`src/rtl/noc_arb_pkg.sv`:
```
// Shared types and helpers for the router output-port arbiters.
// Also used by the VC allocator.
package noc_arb_pkg;

    typedef enum logic [0:0] {
        ARB_IDLE   = 1'b0,
        ARB_LOCKED = 1'b1
    } arb_state_t;

    localparam logic [0:0] ST_IDLE   = ARB_IDLE;
    localparam logic [0:0] ST_LOCKED = ARB_LOCKED;

    localparam int NOC_PORTS  = 5;
    localparam int PORT_LOCAL = 0;
    localparam int PORT_N     = 1;
    localparam int PORT_E     = 2;
    localparam int PORT_S     = 3;
    localparam int PORT_W     = 4;

    // Callers truncate the result to their own port count; an out-of-range index gives zero.
    function automatic logic [31:0] onehot(input int unsigned idx, input int unsigned n);
        logic [31:0] v;
        if (idx < n) begin
            v = 32'd1 << idx;
        end else begin
            v = 32'd0;
        end
        return v;
    endfunction

endpackage

```
`src/rtl/noc_out_port_arbiter_if.sv`:
```
// Request/grant bundle between the input ports and one output-port arbiter.
interface noc_out_port_arbiter_if
    import noc_arb_pkg::*;
#(
    parameter int N_IN  = NOC_PORTS,
    parameter int IDX_W = $clog2(N_IN)
) ();
    logic [N_IN-1:0]  req;
    logic [N_IN-1:0]  tail;
    logic             out_ready;
    logic [N_IN-1:0]  select;
    logic             grant_valid;
    logic [IDX_W-1:0] grant_idx;
    logic             fire;

    modport master (
        output req, tail, out_ready,
        input  select, grant_valid, grant_idx, fire
    );

    modport slave (
        input  req, tail, out_ready,
        output select, grant_valid, grant_idx, fire
    );
endinterface

```
`src/rtl/rr_priority_pick.sv`:
```
// Rotating priority encoder: lowest set bit of (req & ~mask) at or above ptr, wrapping.
// The request vector is doubled so the wrap-around needs no modulo arithmetic.
module rr_priority_pick #(
    parameter int N     = 5,
    parameter int IDX_W = $clog2(N)
) (
    input  logic [N-1:0]     req,
    input  logic [N-1:0]     mask,
    input  logic [IDX_W-1:0] ptr,
    input  logic             rr_mode,
    output logic             any,
    output logic [IDX_W-1:0] win_idx
);
    logic [N-1:0]   eff_s;
    logic [2*N-1:0] dbl_s;
    logic [IDX_W:0] pos_s;

    assign eff_s = req & ~mask;
    assign any   = |eff_s;

    // Lower copy drops bits below the pointer; the upper copy supplies the wrapped part.
    always_comb begin
        dbl_s = {(2*N){1'b0}};
        for (int k = 0; k < N; k++) begin
            dbl_s[k]     = eff_s[k] & (~rr_mode | (IDX_W'(k) >= ptr));
            dbl_s[k + N] = eff_s[k];
        end
        pos_s = {(IDX_W+1){1'b0}};
        for (int k = 2*N-1; k >= 0; k--) begin
            pos_s = dbl_s[k] ? (IDX_W+1)'(k) : pos_s;
        end
        if (pos_s >= (IDX_W+1)'(N)) begin
            win_idx = IDX_W'(pos_s - (IDX_W+1)'(N));
        end else begin
            win_idx = IDX_W'(pos_s);
        end
    end
endmodule

```
`src/rtl/noc_out_port_arbiter.sv`:
```
// Output-port arbiter: picks one input per packet and locks the crossbar
// select from head flit to accepted tail flit.
module noc_out_port_arbiter
    import noc_arb_pkg::*;
#(
    parameter int N_IN    = NOC_PORTS,
    parameter int RR_MODE = 1,
    parameter int IDX_W   = $clog2(N_IN)
) (
    input  logic                  clk,
    input  logic                  rst,
    noc_out_port_arbiter_if.slave bus
);
    logic [0:0]       state_q, state_d;
    logic [N_IN-1:0]  select_q, select_d;
    logic             grant_valid_q, grant_valid_d;
    logic [IDX_W-1:0] grant_idx_q, grant_idx_d;
    logic [IDX_W-1:0] rr_ptr_q, rr_ptr_d;
    logic [IDX_W-1:0] win_idx_s;
    logic [N_IN-1:0]  owner_mask_s;
    logic             any_s, fire_s, release_s;

    assign fire_s       = grant_valid_q & bus.req[grant_idx_q] & bus.out_ready;
    assign release_s    = fire_s & bus.tail[grant_idx_q];
    assign owner_mask_s = grant_valid_q ? N_IN'(onehot(32'(grant_idx_q), N_IN)) : {N_IN{1'b0}};

    // Pointer moves past the owner only on tail transfer; explicit wrap for non power-of-two N_IN.
    always_comb begin
        if (release_s && (RR_MODE != 0)) begin
            if (grant_idx_q == IDX_W'(N_IN - 1)) begin
                rr_ptr_d = {IDX_W{1'b0}};
            end else begin
                rr_ptr_d = grant_idx_q + IDX_W'(1'b1);
            end
        end else begin
            rr_ptr_d = rr_ptr_q;
        end
    end

    rr_priority_pick #(
        .N     (N_IN),
        .IDX_W (IDX_W)
    ) u_pick (
        .req     (bus.req),
        .mask    (owner_mask_s),
        .ptr     (rr_ptr_d),
        .rr_mode (RR_MODE != 0),
        .any     (any_s),
        .win_idx (win_idx_s)
    );

    // Grant from IDLE, or hand over on the tail edge with the old owner masked out.
    always_comb begin
        state_d       = state_q;
        select_d      = select_q;
        grant_valid_d = grant_valid_q;
        grant_idx_d   = grant_idx_q;
        case (state_q)
            ST_IDLE: begin
                if (any_s) begin
                    state_d       = ST_LOCKED;
                    select_d      = N_IN'(onehot(32'(win_idx_s), N_IN));
                    grant_valid_d = 1'b1;
                    grant_idx_d   = win_idx_s;
                end else begin
                    state_d = ST_IDLE;
                end
            end
            ST_LOCKED: begin
                if (release_s && any_s) begin
                    select_d    = N_IN'(onehot(32'(win_idx_s), N_IN));
                    grant_idx_d = win_idx_s;
                end else if (release_s) begin
                    state_d       = ST_IDLE;
                    select_d      = {N_IN{1'b0}};
                    grant_valid_d = 1'b0;
                    grant_idx_d   = {IDX_W{1'b0}};
                end else begin
                    state_d = ST_LOCKED;
                end
            end
            default: begin
                state_d       = ST_IDLE;
                select_d      = {N_IN{1'b0}};
                grant_valid_d = 1'b0;
                grant_idx_d   = {IDX_W{1'b0}};
            end
        endcase
    end

    // Arbiter state registers.
    always_ff @(posedge clk or posedge rst) begin
        if (rst) begin
            state_q       <= ST_IDLE;
            select_q      <= {N_IN{1'b0}};
            grant_valid_q <= 1'b0;
            grant_idx_q   <= {IDX_W{1'b0}};
            rr_ptr_q      <= {IDX_W{1'b0}};
        end else begin
            state_q       <= state_d;
            select_q      <= select_d;
            grant_valid_q <= grant_valid_d;
            grant_idx_q   <= grant_idx_d;
            rr_ptr_q      <= rr_ptr_d;
        end
    end

    assign bus.select      = select_q;
    assign bus.grant_valid = grant_valid_q;
    assign bus.grant_idx   = grant_idx_q;
    assign bus.fire        = fire_s;
endmodule

```
`src/flat_wrapper.sv`:
```
// flat-port wrapper written by rule: the top's interface ports become plain ports
module noc_out_port_arbiter_flat import noc_arb_pkg::*;
#(
    parameter int N_IN    = NOC_PORTS,
    parameter int RR_MODE = 1,
    parameter int IDX_W   = $clog2(N_IN)
)
  (clk, rst, bus_req, bus_tail, bus_out_ready, bus_select, bus_grant_valid, bus_grant_idx, bus_fire);
  noc_out_port_arbiter_if #(.N_IN(N_IN), .IDX_W(IDX_W)) bus_i ();
  input  logic clk;
  input  logic rst;
  input wire logic [$bits(bus_i.req)-1:0] bus_req;
  input wire logic [$bits(bus_i.tail)-1:0] bus_tail;
  input wire logic [$bits(bus_i.out_ready)-1:0] bus_out_ready;
  output wire logic [$bits(bus_i.select)-1:0] bus_select;
  output wire logic [$bits(bus_i.grant_valid)-1:0] bus_grant_valid;
  output wire logic [$bits(bus_i.grant_idx)-1:0] bus_grant_idx;
  output wire logic [$bits(bus_i.fire)-1:0] bus_fire;
  assign bus_i.req = bus_req;
  assign bus_i.tail = bus_tail;
  assign bus_i.out_ready = bus_out_ready;
  assign bus_select = bus_i.select;
  assign bus_grant_valid = bus_i.grant_valid;
  assign bus_grant_idx = bus_i.grant_idx;
  assign bus_fire = bus_i.fire;
  noc_out_port_arbiter #(.N_IN(N_IN), .RR_MODE(RR_MODE), .IDX_W(IDX_W)) u_core (.clk(clk), .rst(rst), .bus(bus_i));
endmodule
```
`config.mk`:
```
export PLATFORM = sky130hd
export DESIGN_NAME = noc_out_port_arbiter_flat
export DESIGN_NICKNAME = d
export VERILOG_FILES = /design/src/rtl/noc_arb_pkg.sv /design/src/rtl/noc_out_port_arbiter_if.sv /design/src/rtl/rr_priority_pick.sv /design/src/rtl/noc_out_port_arbiter.sv /design/src/flat_wrapper.sv
export SDC_FILE = /design/constraint.sdc
export NUM_CORES = 1
export LEC_CHECK = 0
export ABC_AREA = 1
export CORE_ASPECT_RATIO = 2
export CORE_MARGIN = 5
export CORE_UTILIZATION = 35
export CTS_CLUSTER_SIZE = 8
export DETAILED_ROUTE_END_ITERATION = 12
export GPL_TIMING_DRIVEN = 0
export HOLD_SLACK_MARGIN = 0.1
export PLACE_DENSITY = 0.71
export REMOVE_ABC_BUFFERS = 1
export SYNTH_ARGS = -nofsm -noshare
export SYNTH_HDL_FRONTEND = slang
export SYNTH_HIERARCHICAL = 1
export SYNTH_SLANG_ARGS = --single-unit
```
`constraint.sdc`:
```
create_clock -name clk -period 2.9 [get_ports clk]
set_input_delay 0.58 -clock clk [delete_from_list [all_inputs] [get_ports clk]]
set_output_delay 0.58 -clock clk [all_outputs]
set_load 0.05 [all_outputs]
```
==> results of run 1 <==
## through the flow
| stage | power, mW | setup TNS (ns) | instances | hold WS [ns] |
|---|---|---|---|---|
| global placement | 1.51 | -6.22 | 234 | 0.499 |
| floorplan | 1.22 | -3.18 | 180 | 0.457 |
| detailed placement | 1.52 | -6.72 | 234 | 0.499 |
| CTS | 2.03 | -0.208 | 254 | 0.504 |
| global route | 2.48 | -0.944 | 263 | 0.516 |
| finish | 2.32 | -0.0298 | 263 | 0.500 |
## power by group
group,internal (mW),switching (mW)
sequential,0.252,0.0672
combinational,0.752,1.09
clock,0.0969,0.0615
## routing by layer
layer | GRT usage | vias to the layer above | part of all wire
li1 | - | 656 | -
met1 | 0.141 | 621 | 0.36
met2 | 0.321 | 26 | 0.59
met3 | 0.0193 | 6 | 0.030
met4 | 0.0494 | 0 | 0.018
met5 | 0 | - | 0
## final cells by class
class / instances / area (µm²) / area share
Multi-Input combinational cell: 139 / 950 / 0.506
Sequential cell: 13 / 329 / 0.175
Timing Repair inverter: 1 / 7.51 / 0.00400
Tap cell: 32 / 40.0 / 0.0213
Timing Repair Buffer: 46 / 393 / 0.209
Inverter: 28 / 113 / 0.0600
Clock buffer: 4 / 45.0 / 0.0240
## layout by cell type (no fill, tap or decap), drive strengths merged, types with 2 or more instances in the layout
| cell | netlist | final |
|---|---|---|
| nor2 | 20 | 20 |
| clkdlybuf4s50 | 0 | 11 |
| nand4 | 5 | 5 |
| clkdlybuf4s15 | 0 | 2 |
| conb | 1 | 5 |
| a21oi | 3 | 3 |
| inv | 27 | 27 |
| or2 | 2 | 2 |
| nand2 | 66 | 66 |
| dlygate4sd2 | 0 | 7 |
| ha | 6 | 6 |
| nand3 | 24 | 24 |
| buf | 0 | 26 |
| dfrtp | 13 | 13 |
| clkbuf | 1 | 4 |
| o21ai | 6 | 6 |
## timing repair
| item | in CTS | in global routing |
|---|---|---|
| cloned | 1 | 0 |
| resized for setup | 47 | 34 |
| pin swaps | 31 | 33 |
| setup buffers | 15 | 10 |
| setup endpoints to repair | 9 | 7 |
## cell families (layout without fill, tap and decap cells)
group | after synthesis | after routing
AO/OA/AOI/OAI | 9 | 9
adder cells (fa/ha/maj) | 6 | 6
buffers and inverters | 29 | 79
flip-flops | 13 | 13
other | 1 | 5
AND/OR/NAND/NOR | 119 | 119
## path summary, 6_finish.rpt
path | start | to | slack (ns) | cells past startpoint
max | u_core/bus.grant_idx[0] | u_core/bus.select[2] | -0.03 | 26
max in group asynchronous | rst | u_core/bus.grant_idx[1] | 1.89 | 2
min in group asynchronous | rst | u_core/bus.select[4] | 0.66 | 2
min reg2reg | u_core/rr_ptr_q[0] | u_core/rr_ptr_q[0] | 0.50 | 2
max reg2reg | u_core/bus.grant_idx[0] | u_core/bus.select[2] | -0.03 | 26
min | u_core/rr_ptr_q[0] | u_core/rr_ptr_q[0] | 0.50 | 2
## flip-flops by register name, indices dropped and copies added (netlist names)
signal / flops
u_core/state_q: 1
u_core/bus.grant_idx: 3
u_core/bus.select: 5
u_core/rr_ptr_q: 3
u_core/bus.grant_valid: 1
## worst max-delay path, delay by kind of cell, from the launching register on
kind,cells,cell delay (ns)
AND/OR/NAND/NOR,19,1.74
flip-flops,1,0.48
buffers and inverters,5,0.36
adder cells (fa/ha/maj),1,0.14
AO/OA/AOI/OAI,1,0.12
==> flow_metrics.py, run 1 <==
metrics = {
    "floorplanning": {
        "die-area_um2": 4720,
        "pin_count": 23,
        "dieHeight_um": 92.3,
        "start_util": 0.355,
        "rows": 30,
        "core_um2": 3340,
        "die_x_um": 51.2,
    },
    "final_layout": {
        "areaGrowthSynthToFinish_pct": 58.2,
        "postLayoutCoreUtil": 0.562,
        "diodes": 0,
        "layout.nets": 251,
        "fill_cells": 297,
        "drive_gt1_frac": 0.450,
        "finish.instance_area_um2": 1880,
    },
    "timing": {
        "relSlewSlack": 0.667,
        "min_period_ns": 2.93,
        "skew_ns": 0.00224,
        "slew_viol_final": 0,
        "hold_viol": 0,
        "rsz0062_at_grt": "yes",
        "worst_pin_slew_ns": 0.498,
        "final_min_period_over_clock_period": 1.01,
        "setup_viol": 1,
        "setup_ws_ns": -0.0298,
        "fmax_ghz": 0.341,
    },
    "logic_synthesis": {
        "synth.top_cell.area_share": 0.274,
        "ys_types": 25,
        "async_flop_share": 1.00,
        "synth_top_cells_by_area": "dfrtp_1 (27%), nand2_1 (18%), nand3_1 (8.9%), ha_1 (6.3%), inv_1 (6.3%)",
        "yosysMostFrequentCell": "nand2_1",
        "ys_ff_latch": 13,
        "synth_top_family_by_area": "simple AND/OR/NAND/NOR gates",
        "netlist_area_um2": 1190,
        "synthTopCellsByCount": "nand2_1 (56), nand3_1 (21), inv_1 (20)",
        "synth_xor_area_frac": 0,
        "ys_seq_area_frac": 0.274,
        "synth_cells": 177,
        "yosys.area_share.adder": 0.0633,
        "synthSimpleGateAreaFrac": 0.511,
        "synth_edf_count": 0,
        "synth-compound-area-share": 0.0570,
        "synth_area_leader_cell": "dfrtp_1",
        "avgSynthCellArea_um2": 6.70,
        "ys_warn_count": 6,
        "synth_mux_area_frac": 0,
        "synthFlopType": "dfrtp_1",
    },
    "cts": {
        "clk_pin_slew_ns": 0.05,
        "cts_buffers": 3,
        "cts.sinks": 13,
        "cts.path.max_buffers": 2,
        "clk_latency_ns": 0.24,
        "cts_tree": "yes",
        "cts_hold_buffers": 0,
        "h-tree-depth": 1,
        "clock-root-buffer": "clkbuf_8",
    },
    "detailed_routing": {
        "via_count": 1309,
        "via_per_inst": 4.98,
        "drc": 0,
        "dr.pass1.iters": 5,
        "finalWirelength_mm": 3.61,
        "antenna_left": 0,
        "wl_per_cell_um": 13.7,
        "dr.first_iter.drc_count": 28,
    },
    "worst_setup_path": {
        "cp_max_fo": 7,
        "cp-end-kind": "register",
        "cpPeakStageDelay_ns": 0.48,
        "crit_path_frequent_cell": "nand2_2",
        "startpoint_type": "register",
        "cp.arrival_ns": 3.10,
        "worst_path_max_delay_cell": "dfrtp_2",
        "cp_data_required_time_ns": 3.07,
        "criticalPathCategory": "reg -> reg",
    },
    "power_and_ir_drop": {
        "power.density_nw_per_um2": 1240,
        "ir_worst_vdd_mv": 0.686,
        "power_leakage_nw": 0.962,
    },
    "placed_design": {
        "io_buffers": 22,
        "place_area_um2": 1460,
        "gp_congestion": 0.787,
        "hpwl_mm": 2.27,
        "place_ws_ns": -1.08,
    },
    "global_route": {
        "grt_overflow_total": 0,
        "grt_pass1_vias": 1337,
        "grt_usage": 0.154,
        "grt_max_degree": 14,
        "grt_pass1_wl_mm": 5.67,
        "antenna_found_initial": 0,
    },
    "job": {
        "max_cap_viol_count": 0,
    },
    "status": {
        "violations": "setup timing",
        "status": "finished, violations left",
    },
    "worst_hold_path": {
        "hold_path.class": "reg -> reg",
    },
}
Note: power is estimated with default switching activity, not from simulation.
==> inputs of run 2 (changes only) <==
--- a/config.mk
+++ b/config.mk
@@ -11,10 +11,10 @@
 export CORE_UTILIZATION = 35
 export CTS_CLUSTER_SIZE = 8
 export DETAILED_ROUTE_END_ITERATION = 12
+export GPL_ROUTABILITY_DRIVEN = 0
 export GPL_TIMING_DRIVEN = 0
 export HOLD_SLACK_MARGIN = 0.1
 export PLACE_DENSITY = 0.71
-export REMOVE_ABC_BUFFERS = 1
 export SYNTH_ARGS = -nofsm -noshare
 export SYNTH_HDL_FRONTEND = slang
 export SYNTH_HIERARCHICAL = 1
==> run 2 against run 1 <==
The flow still finishes with violations (setup timing). Non-clock buffer count shrank 3. Fmax shrank 3.1%. Combinational power shrank 8%. Power shrank 5.9%. Critical path type unchanged. Largest power group unchanged.
==> flow_metrics.py, run 2 (synthesis results as in run 1) <==
metrics = {
    "final_layout": {
        "diodes": 0,
        "layout.nets": 248,
        "drive_gt1_frac": 0.395,
        "fill_cells": 333,
        "largest_reg_flops": 5,
        "postLayoutCoreUtil": 0.542,
        "most-common-layout-cells": "nand2_1 (40), nand2_2 (19), inv_1 (19)",
        "multi_input_area_um2": 893,
        "final-seq-area_um2": 333,
        "final_common_cell": "nand2_1",
        "areaGrowthSynthToFinish_pct": 52.5,
    },
    "power_and_ir_drop": {
        "p_int_mw": 1.05,
        "p_clk_frac": 0.070,
        "power_frac_seq": 0.154,
        "p_sw_mw": 1.14,
        "p_sw_frac": 0.521,
        "power_leakage_nw": 0.961,
        "ir_worst_vdd_mv": 0.658,
        "power.density_nw_per_um2": 1210,
        "p_comb_frac": 0.776,
    },
    "worst_setup_path": {
        "cp.arrival_ns": 3.19,
        "cp-end-kind": "register",
        "cp_max_fo": 6,
        "startpoint_type": "register",
        "cpPeakStageDelay_ns": 0.53,
        "path_buf_inv": 6,
        "criticalPathCategory": "reg -> reg",
        "cp_data_required_time_ns": 3.06,
        "cp_top_family": "simple AND/OR/NAND/NOR gates",
        "crit_path_frequent_cell": "nand2_2",
        "worst_path_max_delay_cell": "dfrtp_4",
    },
    "status": {
        "violations": "setup timing",
        "status": "finished, violations left",
    },
    "floorplanning": {
        "die-area_um2": 4720,
        "dieHeight_um": 92.3,
        "die_x_um": 51.2,
        "rows": 30,
        "start_util": 0.355,
        "pin_count": 23,
        "core_um2": 3340,
    },
    "cts": {
        "cts_tree": "yes",
        "h-tree-depth": 1,
        "cts_buffers": 3,
        "cts.path.max_buffers": 2,
        "cts.sinks": 13,
        "clk_pin_slew_ns": 0.05,
        "clk_latency_ns": 0.23,
        "clock-root-buffer": "clkbuf_8",
    },
    "job": {
        "max_cap_viol_count": 0,
    },
    "detailed_routing": {
        "wl_per_cell_um": 12.6,
        "dr.max_layer_used": "met4",
        "finalWirelength_mm": 3.27,
        "met3_length_um": 133,
        "via_count": 1290,
        "drc": 0,
        "dr.first_iter.drc_count": 21,
        "dr.pass1.iters": 4,
        "drt-met1-wl_mm": 1.15,
        "via_per_inst": 4.96,
        "wl_met2_mm": 1.86,
        "antenna_left": 0,
    },
    "timing": {
        "whs_ns": 0.512,
        "setup_viol": 7,
        "hold_viol": 0,
        "fmax_ghz": 0.331,
        "relSlewSlack": 0.661,
        "worst_pin_slew_ns": 0.508,
        "setup_ws_ns": -0.124,
        "min_period_ns": 3.02,
        "rsz0062_at_grt": "yes",
        "skew_ns": 0.00286,
        "slew_viol_final": 0,
        "final_min_period_over_clock_period": 1.04,
    },
    "global_route": {
        "grt_overflow_total": 0,
        "grt_max_degree": 14,
        "antenna_found_initial": 0,
        "grt_usage": 0.145,
        "grt_pass1_wl_mm": 5.35,
        "grt_pass1_vias": 1280,
    },
    "placed_design": {
        "io_buffers": 22,
        "hpwl_mm": 2.31,
    },
    "worst_hold_path": {
        "hold_path.class": "reg -> reg",
    },
}
[run 2: cell count changes in the layout (fill, tap and decap cells not counted), sizes merged]
cell          delta
clkinvlp         -1
dlygate4sd2      +1
buf              -6
clkbuf           +1
dlymetal6s2s     +1
inv              +1
[run 2: metal layers]
| metal | vias to the layer above | global-route usage |
|---|---|---|
| li1 | 652 | - |
| met3 | 12 | 0.0161 |
| met5 | - | 0 |
| met4 | 0 | 0.0562 |
| met1 | 589 | 0.138 |
| met2 | 37 | 0.292 |
[run 2: cell type report]
type	instances	share of cell area
Sequential cell	13	0.184
Timing Repair inverter	1	0.00207
Tap cell	32	0.0221
Multi-Input combinational cell	139	0.494
Buffer	1	0.00207
Timing Repair Buffer	42	0.207
Clock buffer	4	0.0249
Inverter	28	0.0636
[run 2: worst paths after layout]
check	startpoint	end	slack (ns)	cells after the start
max	u_core/bus.grant_idx[0]	u_core/bus.select[2]	-0.12	27
min	u_core/bus.select[3]	u_core/bus.select[3]	0.51	2
max reg2reg	u_core/bus.grant_idx[0]	u_core/bus.select[2]	-0.12	27
min reg2reg	u_core/bus.select[3]	u_core/bus.select[3]	0.51	2
max in group asynchronous	rst	u_core/bus.grant_idx[0]	1.87	2
min in group asynchronous	rst	u_core/bus.select[4]	0.66	2
[run 2: metrics by stage]
step | setup slack (ns) | total power, mW | cells | instance area, µm² | setup TNS (ns)
after floorplan | -0.227 | 1.32 | 181 | 1260 | -0.628
after global placement | -0.772 | 1.61 | 235 | 1520 | -5.10
after detailed placement | -0.805 | 1.63 | 235 | 1520 | -5.34
after CTS | -0.0816 | 2.02 | 254 | 1710 | -0.121
after global routing | -0.326 | 2.36 | 260 | 1810 | -2.02
final | -0.124 | 2.19 | 260 | 1810 | -0.562
[run 2: worst min-delay path, stage by stage (launching register included)]
cell	delay, ns
dfrtp_1	0.34
nand3_1	0.07
nand2_1	0.06
[run 2: power by group through the flow]
stage	logic, mW	clock network (mW)	registers [mW]
finish	1.70	0.153	0.336
global route	1.84	0.172	0.346
CTS	1.53	0.161	0.329
detailed placement	1.30	0	0.332
global placement	1.28	0	0.330
floorplan	0.833	0	0.489
[run 2: repair_timing]
item,CTS,global route
resized for setup,26,16
pin swaps,28,21
setup endpoints to repair,9,9
gates cloned,1,0
buffers inserted,14,6
hold buffers,0,0
==> inputs of run 3 (changes only) <==
==> constraint.sdc (replaced) <==
create_clock -name clk -period 2.7 [get_ports clk]
set_input_delay 0.54 -clock clk [delete_from_list [all_inputs] [get_ports clk]]
set_output_delay 0.54 -clock clk [all_outputs]
set_load 0.05 [all_outputs]
==> run 3 against run 2 <==
The flow still finishes with violations (setup timing). Sequential share of layout area decreased by 0.28 points. Critical endpoint unchanged. Largest power group unchanged. Worst hold slack about the same. Clock power increased by 7%. Cell count is 0.38% higher. Core utilization grew 0.82 points. Global-route usage about the same. Power increased by 8.7%.
==> flow_metrics.py, run 3 (synthesis results as in run 1) <==
metrics = {
    "global_route": {
        "grt_usage": 0.145,
        "antenna_found_initial": 0,
        "grt_max_degree": 14,
        "grt_pass1_vias": 1280,
        "grt_overflow_total": 0,
        "grt_pass1_wl_mm": 5.38,
    },
    "worst_hold_path": {
        "hold_path.class": "reg -> reg",
        "hp-start": "u_core/bus.select[3]",
    },
    "placed_design": {
        "hpwl_mm": 2.31,
        "place_area_um2": 1520,
        "io_buffers": 22,
    },
    "final_layout": {
        "areaGrowthSynthToFinish_pct": 54.9,
        "diodes": 0,
        "finish.instance_area_um2": 1840,
        "final_common_cell": "nand2_1",
        "most-common-layout-cells": "nand2_1 (41), inv_1 (19), buf_4 (17), nand2_2 (17), nand3_1 (14)",
        "largest_reg_flops": 5,
        "layout.nets": 249,
        "drive_gt1_frac": 0.397,
    },
    "worst_setup_path": {
        "cp_data_required_time_ns": 2.86,
        "startpoint_type": "register",
        "cp_max_fo": 6,
        "startpoint": "u_core/bus.grant_idx[0]",
        "cp-end-kind": "register",
        "r2r-start": "u_core/bus.grant_idx[0]",
        "criticalPathCategory": "reg -> reg",
        "cp.arrival_ns": 3.19,
    },
    "detailed_routing": {
        "dr.first_iter.drc_count": 15,
        "antenna_left": 0,
        "drc": 0,
        "via_count": 1296,
        "dr.pass1.iters": 4,
        "finalWirelength_mm": 3.26,
        "wl_per_cell_um": 12.5,
        "via_per_inst": 4.97,
    },
    "cts": {
        "cts.path.max_buffers": 2,
        "cts.sinks": 13,
        "h-tree-depth": 1,
        "cts_hold_buffers": 0,
        "clk_latency_ns": 0.23,
        "cts_tree": "yes",
        "clk_pin_slew_ns": 0.05,
        "cts_buffers": 3,
        "clock-root-buffer": "clkbuf_8",
    },
    "floorplanning": {
        "die-area_um2": 4720,
        "core_um2": 3340,
        "dieHeight_um": 92.3,
        "start_util": 0.355,
        "rows": 30,
        "pin_count": 23,
        "die_x_um": 51.2,
    },
    "timing": {
        "fmax_ghz": 0.330,
        "slew_viol_final": 0,
        "setup_ws_ns": -0.326,
        "skew_ns": 0.00266,
        "relSlewSlack": 0.665,
        "rsz0062_at_grt": "yes",
        "min_period_ns": 3.03,
        "worst_pin_slew_ns": 0.500,
        "hold_viol": 0,
        "setup_viol": 8,
        "final_min_period_over_clock_period": 1.12,
    },
    "power_and_ir_drop": {
        "ir_worst_vdd_mv": 0.707,
        "power_leakage_nw": 0.974,
        "power.density_nw_per_um2": 1290,
        "finalPower_mw": 2.38,
    },
    "status": {
        "violations": "setup timing",
        "status": "finished, violations left",
    },
    "job": {
        "max_cap_viol_count": 0,
    },
}
==> run 3: layout make-up <==
class                   count  area, µm²
clock buffers               4       45.0
fillers                   331       1500
inverters                  28        115
multi-input cells         139        907
flip-flops and latches     13        333
well taps                  32       40.0
repair buffers             44        393
repair inverters            1       3.75
==> run 3: worst paths after layout <==
| path | cells after the start | endpoint | slack [ns] |
|---|---|---|---|
| min in group asynchronous | 2 | u_core/bus.select[4] | 0.62 |
| max in group asynchronous | 2 | u_core/bus.grant_idx[0] | 1.71 |
| worst min-delay path | 2 | u_core/bus.select[3] | 0.51 |
| worst max register to register | 26 | u_core/bus.select[2] | -0.33 |
| worst max-delay path | 26 | u_core/bus.select[2] | -0.33 |
| worst min register to register | 2 | u_core/bus.select[3] | 0.51 |
==> run 3: power breakdown <==
part           leakage [nW]  internal, mW  switching, mW
combinational         0.793         0.765           1.09
clock                0.0228         0.104         0.0598
sequential            0.158         0.276         0.0838
==> run 3: timing repair <==
| item | 4_1_cts | 5_1_grt |
|---|---|---|
| setup endpoints to repair | 9 | 9 |
| buffers inserted | 14 | 8 |
| gates resized for setup | 29 | 16 |
| pin swaps | 30 | 16 |
| endpoints found under the hold margin | 0 | 0 |
| cloned | 1 | 0 |
==> run 3: per-layer routing <==
layer / wire length (µm) / share of wire / global-route usage / vias to the layer above
met5: 0 / 0 / 0 / -
met2: 1870 / 0.57 / 0.290 / 34
met1: 1160 / 0.36 / 0.139 / 597
met3: 126 / 0.039 / 0.0161 / 10
met4: 102 / 0.031 / 0.0607 / 0
li1: - / - / - / 655
==> run 3: worst max-delay path: stages (launching register included) <==
cell and delay [ns]:
dfrtp_4 0.53, buf_6 0.14, nand2_2 0.05, nand3_2 0.06, nand2_2 0.11, a21oi_4 0.07, nand2_4 0.12, inv_2 0.05
nand3b_1 0.10, nand2_2 0.10, nand2_4 0.12, nand3_4 0.07, nor2_4 0.12, inv_1 0.05, nor2_1 0.09, nor2_1 0.06
nand2_1 0.09, ha_2 0.19, inv_1 0.04, nand2_1 0.05, nand2_1 0.05, inv_2 0.07, nand3_1 0.12, nand2_4 0.12
inv_2 0.04, or2_4 0.22, o21ai_2 0.11
==> run 3: per-stage QoR <==
step / utilization / cells / hold slack, ns / setup slack, ns / TNS [ns]
after floorplan: - / 181 / 0.417 / -0.427 / -2.05
after global placement: 0.455 / 235 / 0.498 / -0.932 / -6.50
after detailed placement: 0.455 / 235 / 0.497 / -0.965 / -6.74
after CTS: 0.514 / 254 / 0.519 / -0.285 / -1.51
after global routing: 0.550 / 261 / 0.539 / -0.533 / -3.63
final: 0.550 / 261 / 0.512 / -0.326 / -2.00
